<file path="src/rtl/irq_servicer.sv">
// irq_servicer: services one interrupt per irq_i assertion. It reads the
// mask and flag registers of an IRQ controller over Wishbone, picks one
// pending source round-robin, hands it to a handler through a valid/ack
// handshake (with an acknowledge timeout), then clears that source's flag.
module irq_servicer #(
    parameter int          NUM_SOURCES = 4,
    parameter logic [15:0] FLAG_ADR    = 16'h0000,
    parameter logic [15:0] MASK_ADR    = 16'h0002,
    parameter int          TIMEOUT     = 255
) (
    input  logic        wb_clk_i,
    input  logic        wb_rst_i,
    input  logic        en_i,
    input  logic        irq_i,
    output logic        wbm_cyc_o,
    output logic        wbm_stb_o,
    output logic        wbm_we_o,
    output logic [15:0] wbm_adr_o,
    output logic [15:0] wbm_dat_o,
    input  logic [15:0] wbm_dat_i,
    input  logic        wbm_ack_i,
    output logic        svc_valid_o,
    output logic [3:0]  svc_id_o,
    input  logic        svc_ack_i,
    output logic        timeout_o
);

    // Flag/mask width: hardware sources plus the user IRQ in the top bit.
    localparam int W = NUM_SOURCES + 1;

    typedef enum logic [2:0] {
        IDLE,
        RD_MASK,
        RD_FLAG,
        SELECT,
        DISPATCH,
        WR_CLR,
        GAP
    } state_t;

    state_t         state_q, state_d;
    logic           cyc_q, cyc_d;
    logic           stb_q, stb_d;
    logic           we_q, we_d;
    logic [15:0]    adr_q, adr_d;
    logic [15:0]    dat_q, dat_d;
    logic [W-1:0]   mask_q, mask_d;
    logic [W-1:0]   flag_q, flag_d;
    logic [3:0]     last_id_q, last_id_d;
    logic [3:0]     svc_id_q, svc_id_d;
    logic           svc_valid_q, svc_valid_d;
    logic           timeout_q, timeout_d;
    logic [7:0]     cnt_q, cnt_d;

    logic [W-1:0]   pending;
    logic           hi_found;
    logic [3:0]     hi_id;
    logic [3:0]     lo_id;
    logic [3:0]     winner;

    // Only the low W data bits carry flag/mask state; the rest are ignored.
    logic           unused_dat;
    assign unused_dat = ^wbm_dat_i;

    // Round-robin pick: smallest pending index above last_id, else the
    // smallest pending index at or below it (the wrap-around case).
    always_comb begin
        pending  = flag_q & mask_q;
        hi_found = 1'b0;
        hi_id    = 4'd0;
        lo_id    = 4'd0;
        // Descending scan so the last hit in each half is its lowest index.
        for (int j = W - 1; j >= 0; j--) begin
            if (pending[j]) begin
                if (j > int'(last_id_q)) begin
                    hi_found = 1'b1;
                    hi_id    = 4'(j);
                end else begin
                    lo_id    = 4'(j);
                end
            end
        end
        winner = hi_found ? hi_id : lo_id;
    end

    // Next-state and registered-output logic for the service sequence.
    always_comb begin
        // NOTE: every _d gets a default before the case so no path leaves a
        // variable unassigned, which would otherwise infer a latch.
        state_d     = state_q;
        cyc_d       = cyc_q;
        stb_d       = stb_q;
        we_d        = we_q;
        adr_d       = adr_q;
        dat_d       = dat_q;
        mask_d      = mask_q;
        flag_d      = flag_q;
        last_id_d   = last_id_q;
        svc_id_d    = svc_id_q;
        svc_valid_d = svc_valid_q;
        timeout_d   = 1'b0;
        cnt_d       = cnt_q;

        case (state_q)
            IDLE: begin
                if (irq_i && en_i) begin
                    state_d = RD_MASK;
                end
            end

            // Each bus state spends its first cycle with stb low, so back-to-
            // back transactions always see at least one idle cycle between.
            RD_MASK: begin
                if (!stb_q) begin
                    cyc_d = 1'b1;
                    stb_d = 1'b1;
                    we_d  = 1'b0;
                    adr_d = MASK_ADR;
                    dat_d = 16'h0000;
                end else if (wbm_ack_i) begin
                    cyc_d   = 1'b0;
                    stb_d   = 1'b0;
                    mask_d  = wbm_dat_i[W-1:0];
                    state_d = RD_FLAG;
                end
            end

            RD_FLAG: begin
                if (!stb_q) begin
                    cyc_d = 1'b1;
                    stb_d = 1'b1;
                    we_d  = 1'b0;
                    adr_d = FLAG_ADR;
                    dat_d = 16'h0000;
                end else if (wbm_ack_i) begin
                    cyc_d   = 1'b0;
                    stb_d   = 1'b0;
                    flag_d  = wbm_dat_i[W-1:0];
                    state_d = SELECT;
                end
            end

            SELECT: begin
                if (pending == '0) begin
                    state_d = GAP;
                end else begin
                    svc_id_d    = winner;
                    last_id_d   = winner;
                    svc_valid_d = 1'b1;
                    cnt_d       = 8'd0;
                    state_d     = DISPATCH;
                end
            end

            // Ack has priority over a timeout landing in the same cycle.
            DISPATCH: begin
                cnt_d = cnt_q + 8'd1;
                if (svc_valid_q && svc_ack_i) begin
                    svc_valid_d = 1'b0;
                    state_d     = WR_CLR;
                end else if (cnt_q == 8'(TIMEOUT - 1)) begin
                    svc_valid_d = 1'b0;
                    timeout_d   = 1'b1;
                    state_d     = WR_CLR;
                end
            end

            // The controller ANDs written data into its flags, so a single
            // zero at the serviced index clears only that source.
            WR_CLR: begin
                if (!stb_q) begin
                    cyc_d = 1'b1;
                    stb_d = 1'b1;
                    we_d  = 1'b1;
                    adr_d = FLAG_ADR;
                    dat_d = ~(16'h0001 << svc_id_q);
                end else if (wbm_ack_i) begin
                    cyc_d   = 1'b0;
                    stb_d   = 1'b0;
                    we_d    = 1'b0;
                    state_d = GAP;
                end
            end

            GAP: begin
                state_d = IDLE;
            end

            default: begin
                state_d = IDLE;
            end
        endcase
    end

    // State register with synchronous reset; last_id starts at the top index
    // so the first search after reset begins at source 0.
    always_ff @(posedge wb_clk_i) begin
        // NOTE: sequential state uses non-blocking assignments so every
        // register samples pre-edge values regardless of statement order.
        if (wb_rst_i) begin
            state_q     <= IDLE;
            cyc_q       <= 1'b0;
            stb_q       <= 1'b0;
            we_q        <= 1'b0;
            adr_q       <= 16'h0000;
            dat_q       <= 16'h0000;
            mask_q      <= '0;
            flag_q      <= '0;
            last_id_q   <= 4'(NUM_SOURCES);
            svc_id_q    <= 4'd0;
            svc_valid_q <= 1'b0;
            timeout_q   <= 1'b0;
            cnt_q       <= 8'd0;
        end else begin
            state_q     <= state_d;
            cyc_q       <= cyc_d;
            stb_q       <= stb_d;
            we_q        <= we_d;
            adr_q       <= adr_d;
            dat_q       <= dat_d;
            mask_q      <= mask_d;
            flag_q      <= flag_d;
            last_id_q   <= last_id_d;
            svc_id_q    <= svc_id_d;
            svc_valid_q <= svc_valid_d;
            timeout_q   <= timeout_d;
            cnt_q       <= cnt_d;
        end
    end

    assign wbm_cyc_o   = cyc_q;
    assign wbm_stb_o   = stb_q;
    assign wbm_we_o    = we_q;
    assign wbm_adr_o   = adr_q;
    assign wbm_dat_o   = dat_q;
    assign svc_valid_o = svc_valid_q;
    assign svc_id_o    = svc_id_q;
    assign timeout_o   = timeout_q;

endmodule

</file>
<file path="config.mk">
export PLATFORM = sky130hd
export DESIGN_NAME = irq_servicer
export DESIGN_NICKNAME = d
export VERILOG_FILES = /design/src/rtl/irq_servicer.sv
export SDC_FILE = /design/constraint.sdc
export NUM_CORES = 1
export LEC_CHECK = 0
export ABC_CLOCK_PERIOD_IN_PS = 5200
export CAP_MARGIN = 20
export CORE_MARGIN = 1
export CORE_UTILIZATION = 50
export CTS_CLUSTER_DIAMETER = 150
export DETAILED_ROUTE_END_ITERATION = 16
export PLACE_DENSITY = 0.9
export SYNTH_ARGS = -nofsm -noshare
export SYNTH_HDL_FRONTEND = slang
export SYNTH_SLANG_ARGS = --single-unit
</file>
<file path="constraint.sdc">
create_clock -name wb_clk_i -period 5.2 [get_ports wb_clk_i]
set_clock_uncertainty 0.1 [all_clocks]
set_input_delay 1.56 -clock wb_clk_i [delete_from_list [all_inputs] [get_ports wb_clk_i]]
set_output_delay 1.56 -clock wb_clk_i [all_outputs]
set_load 0.005 [all_outputs]
</file>
Word-level counts from Yosys, hierarchy flattened
Index checks and enable logic that the tools add are counted.
{"block": "op_classes", "addsub": 1, "magnitude_cmp": 4, "eq_ne": 21, "shifts": 1, "mux": 55, "bitwise_logic": 4, "n_reduce_logical": 21}
{"cell": "case mux 16 bit (2 select lines)", "count": 2}
{"cell": "two-way mux 4 bit", "count": 14}
{"cell": "two-way mux 16 bit", "count": 3}
{"cell": "two-way mux 3 bit", "count": 13}
{"cell": "inequality test 2 bit (second input constant)", "count": 13}
{"cell": "case mux 3 bit (6 select lines)", "count": 1}
{"cell": "AND reduction 3 bit", "count": 6}
{"cell": "two-way mux 1 bit", "count": 17}
{"cell": "inverter 16 bit", "count": 1}
{"cell": "case mux 8 bit (2 select lines)", "count": 1}
{"cell": "<< shifter 1 x 4 -> 16 bit (first input constant)", "count": 1}
{"cell": "adder 8 x 1 -> 8 bit (second input constant)", "count": 1}
{"cell": "== test 8 bit (second input constant)", "count": 1}
{"cell": "> comparator 2 x 4 -> 1 bit (first input constant)", "count": 2}
{"cell": "two-way mux 8 bit", "count": 1}
{"cell": "AND reduction 8 bit", "count": 1}
{"cell": "== test 3 x 2 -> 1 bit (second input constant)", "count": 2}
{"cell": "== test 3 bit (second input constant)", "count": 2}
{"cell": "inequality test 3 bit (second input constant)", "count": 2}
{"cell": "AND reduction 2 bit", "count": 3}
{"cell": "nonzero test 2 bit", "count": 3}
{"cell": "OR reduction 3 bit", "count": 2}
{"cell": "AND 5 bit", "count": 1}
{"cell": "zero test 5 bit", "count": 1}
{"cell": "9 further kinds", "count": 13}
{"block": "word_totals", "register_bits": 66, "in_bits": 22, "out_inout_bits": 41, "wordCells": 120}

Logic depth before layout (Yosys ltp)
Gate-level depths: netlist of run 1.
{"block": "depth", "word_depth": 11, "mapped_depth": 7, "depth_no_buf": 7}

Worst setup path after synthesis of run 1
No wires, ideal clock.
{"block": "synth_path", "path_kind": "input -> register", "startpoint": "input port wbm_ack_i", "endpoint": "register state_q[0]", "setup_ps": 67, "arrival_ps": 2466, "t_required_ps": 5033, "slack_ps": 2566, "path_stages": 4, "n_path_buf": 0, "cell_sequence": "nand2_1 > a221o_1 > a211o_1 > a21oi_2"}
{"block": "synth_via", "elab_chain_cells": 2, "word_cells_on_any_way": 4, "classes_between": "eq/ne: 3; reduce/logical: 1"}
{"item": "from (decl)", "line": "21", "source": "input logic wbm_ack_i,"}
{"item": "inequality test 2 bit (no line)"}
{"item": "AND reduction 8 bit (no line) (*)"}
{"item": "to (signal assigned)", "line": "215", "source": "state_q <= state_d;"}
{"item": "to (decl)", "line": "41", "source": "state_t state_q, state_d;"}
Mark *: on every way between the ends. The rest lies on a longest branch, timed or not.
A chain may end at the register's enable or synchronous reset.

==> results of run 1 <==
-- through the flow --
stage	cells	power [mW]	hold WS, ps	worst slack, ps	instance area [µm²]
finish	322	0.734	353	2020	2390
global route	322	0.777	375	1960	2390
CTS	322	0.740	353	2010	2390
detailed placement	314	0.527	345	1900	2300
global placement	314	0.521	339	1950	2300
floorplan	267	0.481	348	2570	2130
-- report_power, final --
part | internal [mW] | total (mW) | switching (mW)
clock network | 0.108 | 0.213 | 0.105
registers | 0.330 | 0.365 | 0.0353
logic | 0.0743 | 0.155 | 0.0811
-- worst max-delay path by stage --
stage | start | to | slack, ps | cells after the start
4_1_cts | last_id_q[1]$_SDFFE_PP0P_ | svc_id_o[1] | 2010 | 1
6_report | last_id_q[1]$_SDFFE_PP0P_ | svc_id_o[1] | 2020 | 1
3_3_place_gp | wbm_ack_i | mask_q[1]$_SDFFE_PP0P_ | 1950 | 5
5_1_grt | last_id_q[1]$_SDFFE_PP0P_ | svc_id_o[1] | 1960 | 1
2_1_floorplan | wbm_ack_i | state_q[0]$_SDFFE_PP0P_ | 2570 | 4
3_5_place_dp | wbm_ack_i | mask_q[2]$_SDFFE_PP0P_ | 1900 | 5
-- area by class of cell --
type                    instances  area [µm²]
fillers                       343        1610
inverters                       2        7.51
multi-input cells             186        1070
clock buffers                   8        90.1
well taps                      50        62.6
repair buffers                 36         358
flip-flops and latches         40         801
-- registers in the layout (all words and copies together) (netlist names) --
signal and flops:
timeout_o 1, wbm_we_o 1, svc_valid_o 1, svc_id_o 1, state_q 3, wbm_adr_o 1, cnt_q 8, last_id_q 3
wbm_dat_o 9, mask_q 5, flag_q 5, wbm_cyc_o 1, wbm_stb_o 1
-- kinds of logic (layout without fill, tap and decap cells) --
kind of cell             Yosys count  in the layout  synth area share [%]
AND/OR/NAND/NOR                  100            100                  25.0
AO/OA/AOI/OAI                     58             58                  17.5
adder cells (fa/ha/maj)            2              2                  1.20
multiplexers                      10             10                  4.82
buffers and inverters             41             46                  12.7
other                              1             16                 0.181
flip-flops                        40             40                  38.6
-- metal layers --
| layer | vias to the layer above | track usage [%] |
|---|---|---|
| met5 | - | 0 |
| met4 | 0 | 13.8 |
| met3 | 9 | 3.77 |
| met2 | 52 | 33.3 |
| met1 | 820 | 24.3 |
| li1 | 883 | - |
-- Yosys cell counts, types with 4 or more instances --
library cell | instances | area (µm²)
a21oi_1 | 22 | 110
a22oi_1 | 5 | 37.5
buf_2 | 4 | 20.0
buf_4 | 26 | 195
clkbuf_1 | 8 | 30.0
dfxtp_1 | 40 | 801
mux2i_1 | 10 | 100
nand2_1 | 23 | 86.3
nand2b_1 | 6 | 37.5
nand3_1 | 6 | 30.0
nor2_1 | 33 | 124
nor3_1 | 6 | 30.0
o21ai_0 | 9 | 45.0
==> metrics.md, run 1 <==
| Metric | Value |
|---|---|
| Mapped Avg Cell Area | `8.24 µm²` |
| Worst path arrival time | `~1500 ps` |
| Yosys cell types | `a little under 50` |
| Most frequent cells in the layout | `dfxtp_1, clkdlybuf4s50_1, nor2_1, nand2_1, a21oi_1` |
| Vias per cell | `between 5 and 6` |
| Pleak | `0.791 nW` |
| Max layer used | `met4` |
| Hold-fix buffers at CTS | `0` |
| Core ar. | `between 4000 and 5000 µm²` |
| Die H | `between 60 and 70 µm` |
| Root Buffer | `clkbuf_8` |
| H-Tree Depth | `2` |
| # DRC | `0` |
| Die area | `about 4400 µm²` |
| Final Hold Fails | `0` |
| Share of cells above drive strength 1 | `about 5.5%` |
| Finish-stage setup viols | `0` |
| Detail Placement HPWL | `approximately 2.8 mm` |
| Synth-to-Final Area Change | `14.9%` |
| CTS resizes | `0` |
| Total Neg Setup Slack | `0 ps` |
| First-pass GRT wire length | `between 6 and 7 mm` |
| Max_cap viols | `0` |
| Slew @ Worst Pin | `801 ps` |
| Clk_lat worst skew | `roughly 300 ps` |
| Worst path cell trace | `clkdlybuf4s50_1` |
| Post-synth ARST share | `0%` |
| Worst-path fanout max | `16` |
| Setup crit end kind | `output port` |
| Detail Route met3 WL | `129 µm` |
| Rel. slew slack | `between 40 and 50%` |
| CTS buffer count | `5` |
| Max VDD drop | `approximately 0.10 mV` |
| Hold EP | `wbm_dat_o[0]$_SDFFE_PP0P_` |
| DRT Pass-1 Iters | `5` |
| GRT Residual Overflow | `0` |
| Reg2Reg Setup Slack | `between 3000 and 4000 ps` |
| Clk pin slew, worst setup/hold paths | `~70 ps` |
| Routed length per instance | `~13 µm` |
| Hold Crit Start | `wbm_dat_o[0]$_SDFFE_PP0P_` |
| RR Endpoint | `state_q[0]$_SDFFE_PP0P_` |
| FP Rows | `23` |
| NumNets Final | `around 300` |
| Drt initial violations | `around 140` |
| Largest net degree at the start of global routing | `22` |
| Largest stage delay on the critical path | `about 620 ps` |
| Gate Count Post-Synth | `around 250` |
| R2r worst-path depth | `5` |
| FF+latch count, synth | `40` |
| Top-Level Pins | `63` |
| WL final | `around 4 mm` |
| Number of flops mapped to enable cells by yosys | `0` |
| Primary FF master, synth | `dfxtp_1` |
| Worst r2r src | `state_q[0]$_SDFFE_PP0P_` |
| RSZ-0062 raised after global routing | `false` |
| Power per Cell Area | `approximately 310 nW/µm²` |
| Commonest non-fill, non-tap cell in the layout | `dfxtp_1` |
| Worst hold path type | `register to register` |
| Final period util | `61.1%` |
| Status | `finished, final reports clean` |
| Post-Synthesis Cell Area | `between 2000 and 2500 µm²` |
| Final Max Tran Viols | `0` |
| WL met1 | `1.89 mm` |
| Delay-heaviest family, CP | `flip-flops` |
| Number of vias in the routed layout | `around 1800` |
| Required @ worst endpoint | `3540 ps` |
| Util after Layout | `between 50 and 60%` |
| CTS tree | `built` |
| Seq/Total Area, Yosys | `38.6%` |
| Antenna viol nets, final | `0` |
| Met2 wire len | `2.00 mm` |
| PortBufs | `35` |
| Crit path buffers/inverters | `1` |
| Clock sink count | `40` |
| Chip width | `between 60 and 70 µm` |
| Slowest-stage cell, CP | `dfxtp_1` |
| Clock Path Buffers | `2` |
| CP startpoint kind | `register` |
| WS Path Type | `register to output port` |
| Synth warn | `0` |
| ANT cells | `0` |
| Total GRT Usage | `20.5%` |
| Initial antenna violation count | `0` |
| Vias in the first global route | `1616` |
| Setup Buffers After CTS | `0` |
| Initial core utilization | `about 52%` |
| Fmax | `315 MHz` |
| Final min period | `3180 ps` |
| Placer Congestion | `roughly 0.9` |
| Hold path cells | `2` |
No activity file was read; power rests on OpenSTA's default activity.
==> run 2, diff against run 1 <==
==> config.mk (replaced) <==
export PLATFORM = sky130hd
export DESIGN_NAME = irq_servicer
export DESIGN_NICKNAME = d
export VERILOG_FILES = /design/src/rtl/irq_servicer.sv
export SDC_FILE = /design/constraint.sdc
export NUM_CORES = 1
export LEC_CHECK = 0
export ABC_CLOCK_PERIOD_IN_PS = 3100
export CAP_MARGIN = 20
export CORE_MARGIN = 1
export CORE_UTILIZATION = 47
export CTS_CLUSTER_DIAMETER = 150
export DETAILED_ROUTE_END_ITERATION = 16
export PLACE_DENSITY = 0.86
export SYNTH_ARGS = -nofsm -noshare
export SYNTH_HDL_FRONTEND = slang
export SYNTH_SLANG_ARGS = --single-unit
==> constraint.sdc (replaced) <==
create_clock -name wb_clk_i -period 3.1 [get_ports wb_clk_i]
set_clock_uncertainty 0.1 [all_clocks]
set_input_delay 0.93 -clock wb_clk_i [delete_from_list [all_inputs] [get_ports wb_clk_i]]
set_output_delay 0.93 -clock wb_clk_i [all_outputs]
set_load 0.005 [all_outputs]
==> run 2 against run 1 <==
Design area rose by 1.6%. Wire length is 0.24% higher. Sequential cell count did not move. Largest cell class unchanged. First-iteration DRC count is 19% higher.
==> metrics.md, run 2 (synthesis gave the netlist of run 1 again) <==
| Metric | Value |
|---|---|
| Chip width | `68.5 µm (+3.0%)` |
| Fmax | `388 MHz` |
| Rel. slew slack | `60.8% (+14 points)` |
| Clock sink count | `40 (unchanged)` |
| Seq pwr share | `47.2% (-2.6 points)` |
| Slowest-stage cell, CP | `dfxtp_1` |
| First-pass GRT wire length | `6.67 mm (-2.2%)` |
| Final Hold Fails | `0 (unchanged)` |
| Final period util | `83.1%` |
| Clk_lat worst skew | `300 ps (about the same)` |
| WS Path Type | `register to output port` |
| Most frequent cells in the layout | `dfxtp_1, clkdlybuf4s50_1, nor2_1, nand2_1, a21oi_1` |
| Worst path cell trace | `clkdlybuf4s50_1` |
| Max VDD drop | `0.182 mV (+76%)` |
| Clock power frac | `32.4% (+3.3 points)` |
| Slew @ Worst Pin | `583 ps (-218 ps)` |
| Switch share | `29.1% (-1.1 points)` |
| Synth-to-Final Area Change | `16.7%` |
| Setup Buffers After CTS | `0 (unchanged)` |
| Vias per cell | `5.46 (-0.37%)` |
| Largest stage delay on the critical path | `640 ps (+20 ps)` |
| Initial antenna violation count | `0 (unchanged)` |
| Worst path arrival time | `1550 ps (+30 ps)` |
| CTS tree | `built` |
| Die H | `68.5 µm (+3.0%)` |
| Finish-stage setup viols | `0 (unchanged)` |
| Comb pwr share | `20.4% (-0.8 points)` |
| Setup WS post-layout | `525 ps (-1500 ps)` |
| NumNets Final | `296 (+0.34%)` |
| PortBufs | `35 (unchanged)` |
| Total GRT Usage | `19.0% (-1.4 points)` |
| Status | `finished, final reports clean` |
| Placer Congestion | `0.840 (-5.4%)` |
| Pleak | `0.810 nW (+2.5%)` |
| Vias in the first global route | `1505 (-6.9%)` |
| CTS resizes | `0 (unchanged)` |
| Required @ worst endpoint | `2070 ps (-1470 ps)` |
| Worst-path fanout max | `16 (unchanged)` |
| Detail Placement HPWL | `2.74 mm (-3.6%)` |
| Routed length per instance | `12.8 µm (about the same)` |
| Util after Layout | `58.9% (-0.76 points)` |
| ANT cells | `0 (unchanged)` |
| Crit path buffers/inverters | `1 (unchanged)` |
| Power per Cell Area | `535 nW/µm² (+74%)` |
| Delay-heaviest family, CP | `flip-flops` |
| Internal Pwr Total | `0.920 mW (+79%)` |
| Die area | `4690 µm² (+6.2%)` |
| Commonest non-fill, non-tap cell in the layout | `dfxtp_1` |
| Clock Path Buffers | `2 (unchanged)` |
| DRT Pass-1 Iters | `5 (unchanged)` |
| Max_cap viols | `0 (unchanged)` |
| RSZ-0062 raised after global routing | `false` |
| Initial core utilization | `50.5% (-1.5 points)` |
| H-Tree Depth | `2 (unchanged)` |
| # DRC | `0 (unchanged)` |
| Number of vias in the routed layout | `1763 (-0.057%)` |
| Drt initial violations | `162 (+19%)` |
| Total Neg Setup Slack | `0 ps (unchanged)` |
| Switching pwr | `0.377 mW (+70%)` |
| Largest register FFs | `9 (unchanged)` |
| Antenna viol nets, final | `0 (unchanged)` |
| Non-Filler Cell Area, Final | `2420 µm² (+1.6%)` |
| CP startpoint kind | `register` |
| FP Rows | `23 (unchanged)` |
| WL final | `4.12 mm (+0.24%)` |
| Final Max Tran Viols | `0 (unchanged)` |
| Share of cells above drive strength 1 | `6.23% (+0.71 points)` |
| Pre-CTS WS | `511 ps (-1390 ps)` |
| Setup crit end kind | `output port` |
| Final min period | `~2600 ps` |
| Root Buffer | `clkbuf_8` |
| Clk pin slew, worst setup/hold paths | `80 ps (about the same)` |
| Area occupied by registers | `801 µm² (unchanged)` |
| GRT Residual Overflow | `0 (unchanged)` |
| Core ar. | `4120 µm² (+2.9%)` |
| CTS buffer count | `5 (unchanged)` |
| Area of the multi-input gates | `1070 µm² (unchanged)` |
| Largest net degree at the start of global routing | `29 (+32%)` |
| Fillers | `372 (+8.5%)` |
| Top-Level Pins | `63 (unchanged)` |
| Hold-fix buffers at CTS | `0 (unchanged)` |
| Placed Area | `2320 µm² (+0.87%)` |
| Worst hold path type | `register to register` |
-- run 2: per-layer routing --
layer  vias to the layer above  track usage [%]  wire length, µm
met5                         -                0                0
met4                         0             8.85               96
met3                        10             5.33              179
met2                        49             30.5             1990
met1                       811             23.3             1860
li1                        893                -                -
-- run 2: area by class of cell --
cell class,instances,area share [%]
Clock buffer,6,2.99
Inverter,2,0.310
Multi-Input combinational cell,186,44.1
Timing Repair Buffer,37,15.6
Clock inverter,2,1.44
Tap cell,50,2.58
Sequential cell,40,33.0
-- run 2: metrics by stage --
| step | power, mW | hold WS, ps | std cells |
|---|---|---|---|
| detailed placement | 0.885 | 346 | 315 |
| CTS | 1.30 | 355 | 323 |
| global route | 1.36 | 378 | 323 |
| finish | 1.30 | 351 | 323 |
| global placement | 0.877 | 338 | 315 |
| floorplan | 0.807 | 348 | 267 |
-- run 2: path summary, 6_finish.rpt --
path | start | end | slack [ps] | cells past startpoint
setup reg to reg | state_q[0]$_SDFFE_PP0P_ | state_q[0]$_SDFFE_PP0P_ | 1100 | 5
hold reg to reg | wbm_dat_o[3]$_SDFFE_PP0P_ | wbm_dat_o[3]$_SDFFE_PP0P_ | 350 | 2
setup / recovery | last_id_q[1]$_SDFFE_PP0P_ | svc_id_o[1] | 520 | 1
hold / removal | wbm_dat_o[3]$_SDFFE_PP0P_ | wbm_dat_o[3]$_SDFFE_PP0P_ | 350 | 2
-- run 2: power by group through the flow --
stage / sequential [mW] / clock (mW) / combinational [mW]
floorplan: 0.597 / 0 / 0.210
global placement: 0.620 / 0 / 0.257
detailed placement: 0.622 / 0 / 0.263
CTS: 0.610 / 0.426 / 0.266
global route: 0.620 / 0.450 / 0.292
finish: 0.612 / 0.420 / 0.264
==> run 3, diff against run 2 <==
==> config.mk (replaced) <==
export PLATFORM = sky130hd
export DESIGN_NAME = irq_servicer
export DESIGN_NICKNAME = d
export VERILOG_FILES = /design/src/rtl/irq_servicer.sv
export SDC_FILE = /design/constraint.sdc
export NUM_CORES = 1
export LEC_CHECK = 0
export ABC_CLOCK_PERIOD_IN_PS = 2300
export CAP_MARGIN = 20
export CORE_MARGIN = 1
export CORE_UTILIZATION = 42
export CTS_CLUSTER_DIAMETER = 150
export DETAILED_ROUTE_END_ITERATION = 16
export PLACE_DENSITY = 0.82
export SYNTH_ARGS = -nofsm -noshare
export SYNTH_HDL_FRONTEND = slang
export SYNTH_SLANG_ARGS = --single-unit
==> constraint.sdc (replaced) <==
create_clock -name wb_clk_i -period 2.3 [get_ports wb_clk_i]
set_clock_uncertainty 0.1 [all_clocks]
set_input_delay 0.69 -clock wb_clk_i [delete_from_list [all_inputs] [get_ports wb_clk_i]]
set_output_delay 0.69 -clock wb_clk_i [all_outputs]
set_load 0.005 [all_outputs]
==> run 3 against run 2 <==
Die area increased by 12%. Combinational power rose by 47%. Global-route usage down 1.6 points. First-iteration DRC count fell by 6.2%. Final cell count up 7.1%. Wire length increased by 5.1%. Register-to-register slack worse by 750 ps. Non-clock buffer count rose by 7. Clock power grew 20%.
==> metrics.md, run 3 (synthesis gave the netlist of run 1 again) <==
| Metric | Value |
|---|---|
| Status | `finished, final reports clean` |
| Chip width | `72.3 µm (+5.6%)` |
| CTS tree | `built` |
| Delay-heaviest family, CP | `buffers and inverters` |
| Share of cells above drive strength 1 | `8.60% (+2.4 points)` |
| First-pass GRT wire length | `7.13 mm (+6.8%)` |
| Setup crit end kind | `output port` |
| Dpl cells | `339 (+7.6%)` |
| Worst r2r src | `state_q[0]$_SDFFE_PP0P_` |
| Non-Filler Cell Area, Final | `2490 µm² (+2.6%)` |
| Commonest non-fill, non-tap cell in the layout | `dfxtp_1` |
| Antenna viol nets, final | `0 (unchanged)` |
| Largest stage delay on the critical path | `560 ps (-80 ps)` |
| Util after Layout | `52.3% (-6.6 points)` |
| Reg2Reg Setup Slack | `350 ps (-750 ps)` |
| Core ar. | `4750 µm² (+16%)` |
| Max VDD drop | `0.245 mV (+35%)` |
| Pleak | `0.842 nW (+3.9%)` |
| Critical Path Start | `svc_id_o[2]$_SDFFE_PP0P_` |
| Clk_lat worst skew | `290 ps (about the same)` |
| GRT Residual Overflow | `0 (unchanged)` |
| Total power | `1.70 mW (+31%)` |
| PortBufs | `35 (unchanged)` |
| Worst-path fanout max | `10 (-6)` |
| Number of vias in the routed layout | `1769 (+0.34%)` |
| CP startpoint kind | `register` |
| Die area | `5230 µm² (+12%)` |
| Vias per cell | `5.11 (-6.3%)` |
| Clock sink count | `40 (unchanged)` |
| WP depth | `1 (unchanged)` |
| Top-Level Pins | `63 (unchanged)` |
| Root Buffer | `clkbuf_8` |
| ANT cells | `0 (unchanged)` |
| Detail Placement HPWL | `3.01 mm (+9.9%)` |
| DRT Pass-1 Iters | `5 (unchanged)` |
| FP Rows | `25 (+8.7%)` |
| Die H | `72.3 µm (+5.6%)` |
| Required @ worst endpoint | `1510 ps (-560 ps)` |
| Total Neg Setup Slack | `0 ps (unchanged)` |
| Final min period | `~2200 ps` |
| Power per Cell Area | `685 nW/µm² (+28%)` |
| Drt initial violations | `152 (-6.2%)` |
| Worst path arrival time | `1360 ps (-190 ps)` |
| WHS | `352 ps (+0.679 ps)` |
| H-Tree Depth | `2 (unchanged)` |
| Slew @ Worst Pin | `570 ps (-12.8 ps)` |
| R2r worst-path depth | `6 (+1)` |
| CTS buffer count | `5 (unchanged)` |
| Largest register FFs | `9 (unchanged)` |
| Fmax | `464 MHz` |
| Setup Buffers After CTS | `0 (unchanged)` |
| Final Hold Fails | `0 (unchanged)` |
| Fillers | `464 (+25%)` |
| Total GRT Usage | `17.5% (-1.6 points)` |
| CTS resizes | `0 (unchanged)` |
| Hold-fix buffers at CTS | `0 (unchanged)` |
| # DRC | `0 (unchanged)` |
| Final cell count without fillers | `346 (+7.1%)` |
| Initial core utilization | `43.7% (-6.8 points)` |
| Clk pin slew, worst setup/hold paths | `70 ps (about the same)` |
| Setup WS post-layout | `146 ps (-379 ps)` |
| NumNets Final | `303 (+2.4%)` |
| Final Max Tran Viols | `0 (unchanged)` |
| Crit path buffers/inverters | `1 (unchanged)` |
| Final period util | `between 90% and 100%` |
| Clock Path Buffers | `2 (unchanged)` |
| Max_cap viols | `0 (unchanged)` |
| Setup crit end | `svc_id_o[2]` |
| Placer Congestion | `0.812 (-3.3%)` |
| Vias in the first global route | `1561 (+3.7%)` |
| Most frequent cells in the layout | `dfxtp_1, clkdlybuf4s50_1, nor2_1, nand2_1, a21oi_1` |
| RR Endpoint | `cnt_q[0]$_SDFFE_PP0P_` |
| Largest net degree at the start of global routing | `41 (+41%)` |
| RSZ-0062 raised after global routing | `false` |
| Placed Area | `2390 µm² (+3.2%)` |
| Rel. slew slack | `61.8% (+0.98 points)` |
| Synth-to-Final Area Change | `19.8%` |
| Pre-CTS WS | `52.4 ps (-459 ps)` |
| WS Path Type | `register to output port` |
| WL final | `4.33 mm (+5.1%)` |
| Initial antenna violation count | `0 (unchanged)` |
| Finish-stage setup viols | `0 (unchanged)` |
| Routed length per instance | `12.5 µm (-1.9%)` |
| Worst hold path type | `register to register` |
| Worst path cell trace | `clkdlybuf4s50_1` |
| Slowest-stage cell, CP | `clkdlybuf4s50_1` |
[run 3: routing by layer]
metal  wire (µm)  vias up  global-route usage, %
li1            -      902                      -
met3         251        5                   5.42
met1        1910      811                   21.3
met2        2110       51                   28.8
met5           0        -                      0
met4          58        0                   6.54
[run 3: worst min path at each step]
stage	slack (ps)	cells after the start	start	end
6_report	350	2	wbm_dat_o[1]$_SDFFE_PP0P_	wbm_dat_o[1]$_SDFFE_PP0P_
4_1_cts	350	2	wbm_dat_o[1]$_SDFFE_PP0P_	wbm_dat_o[1]$_SDFFE_PP0P_
3_5_place_dp	350	2	wbm_dat_o[1]$_SDFFE_PP0P_	wbm_dat_o[1]$_SDFFE_PP0P_
3_3_place_gp	340	2	wbm_dat_o[3]$_SDFFE_PP0P_	wbm_dat_o[3]$_SDFFE_PP0P_
5_1_grt	380	2	wbm_dat_o[1]$_SDFFE_PP0P_	wbm_dat_o[1]$_SDFFE_PP0P_
2_1_floorplan	350	2	wbm_dat_o[0]$_SDFFE_PP0P_	wbm_dat_o[0]$_SDFFE_PP0P_
[run 3: power breakdown]
part           switching, mW  internal (mW)  leakage [nW]
sequential            0.0690          0.746         0.323
clock                  0.235          0.267        0.0503
combinational          0.200          0.187         0.469
total                  0.503           1.20         0.842
[run 3: cell type report]
| class | instances | area, µm² | area share, % |
|---|---|---|---|
| clock buffer | 7 | 96.3 | 3.87 |
| sequential | 40 | 801 | 32.2 |
| timing repair buffer | 44 | 430 | 17.3 |
| inverter | 2 | 7.51 | 0.302 |
| tap | 67 | 83.8 | 3.37 |
| multi-input combinational | 186 | 1070 | 43.0 |
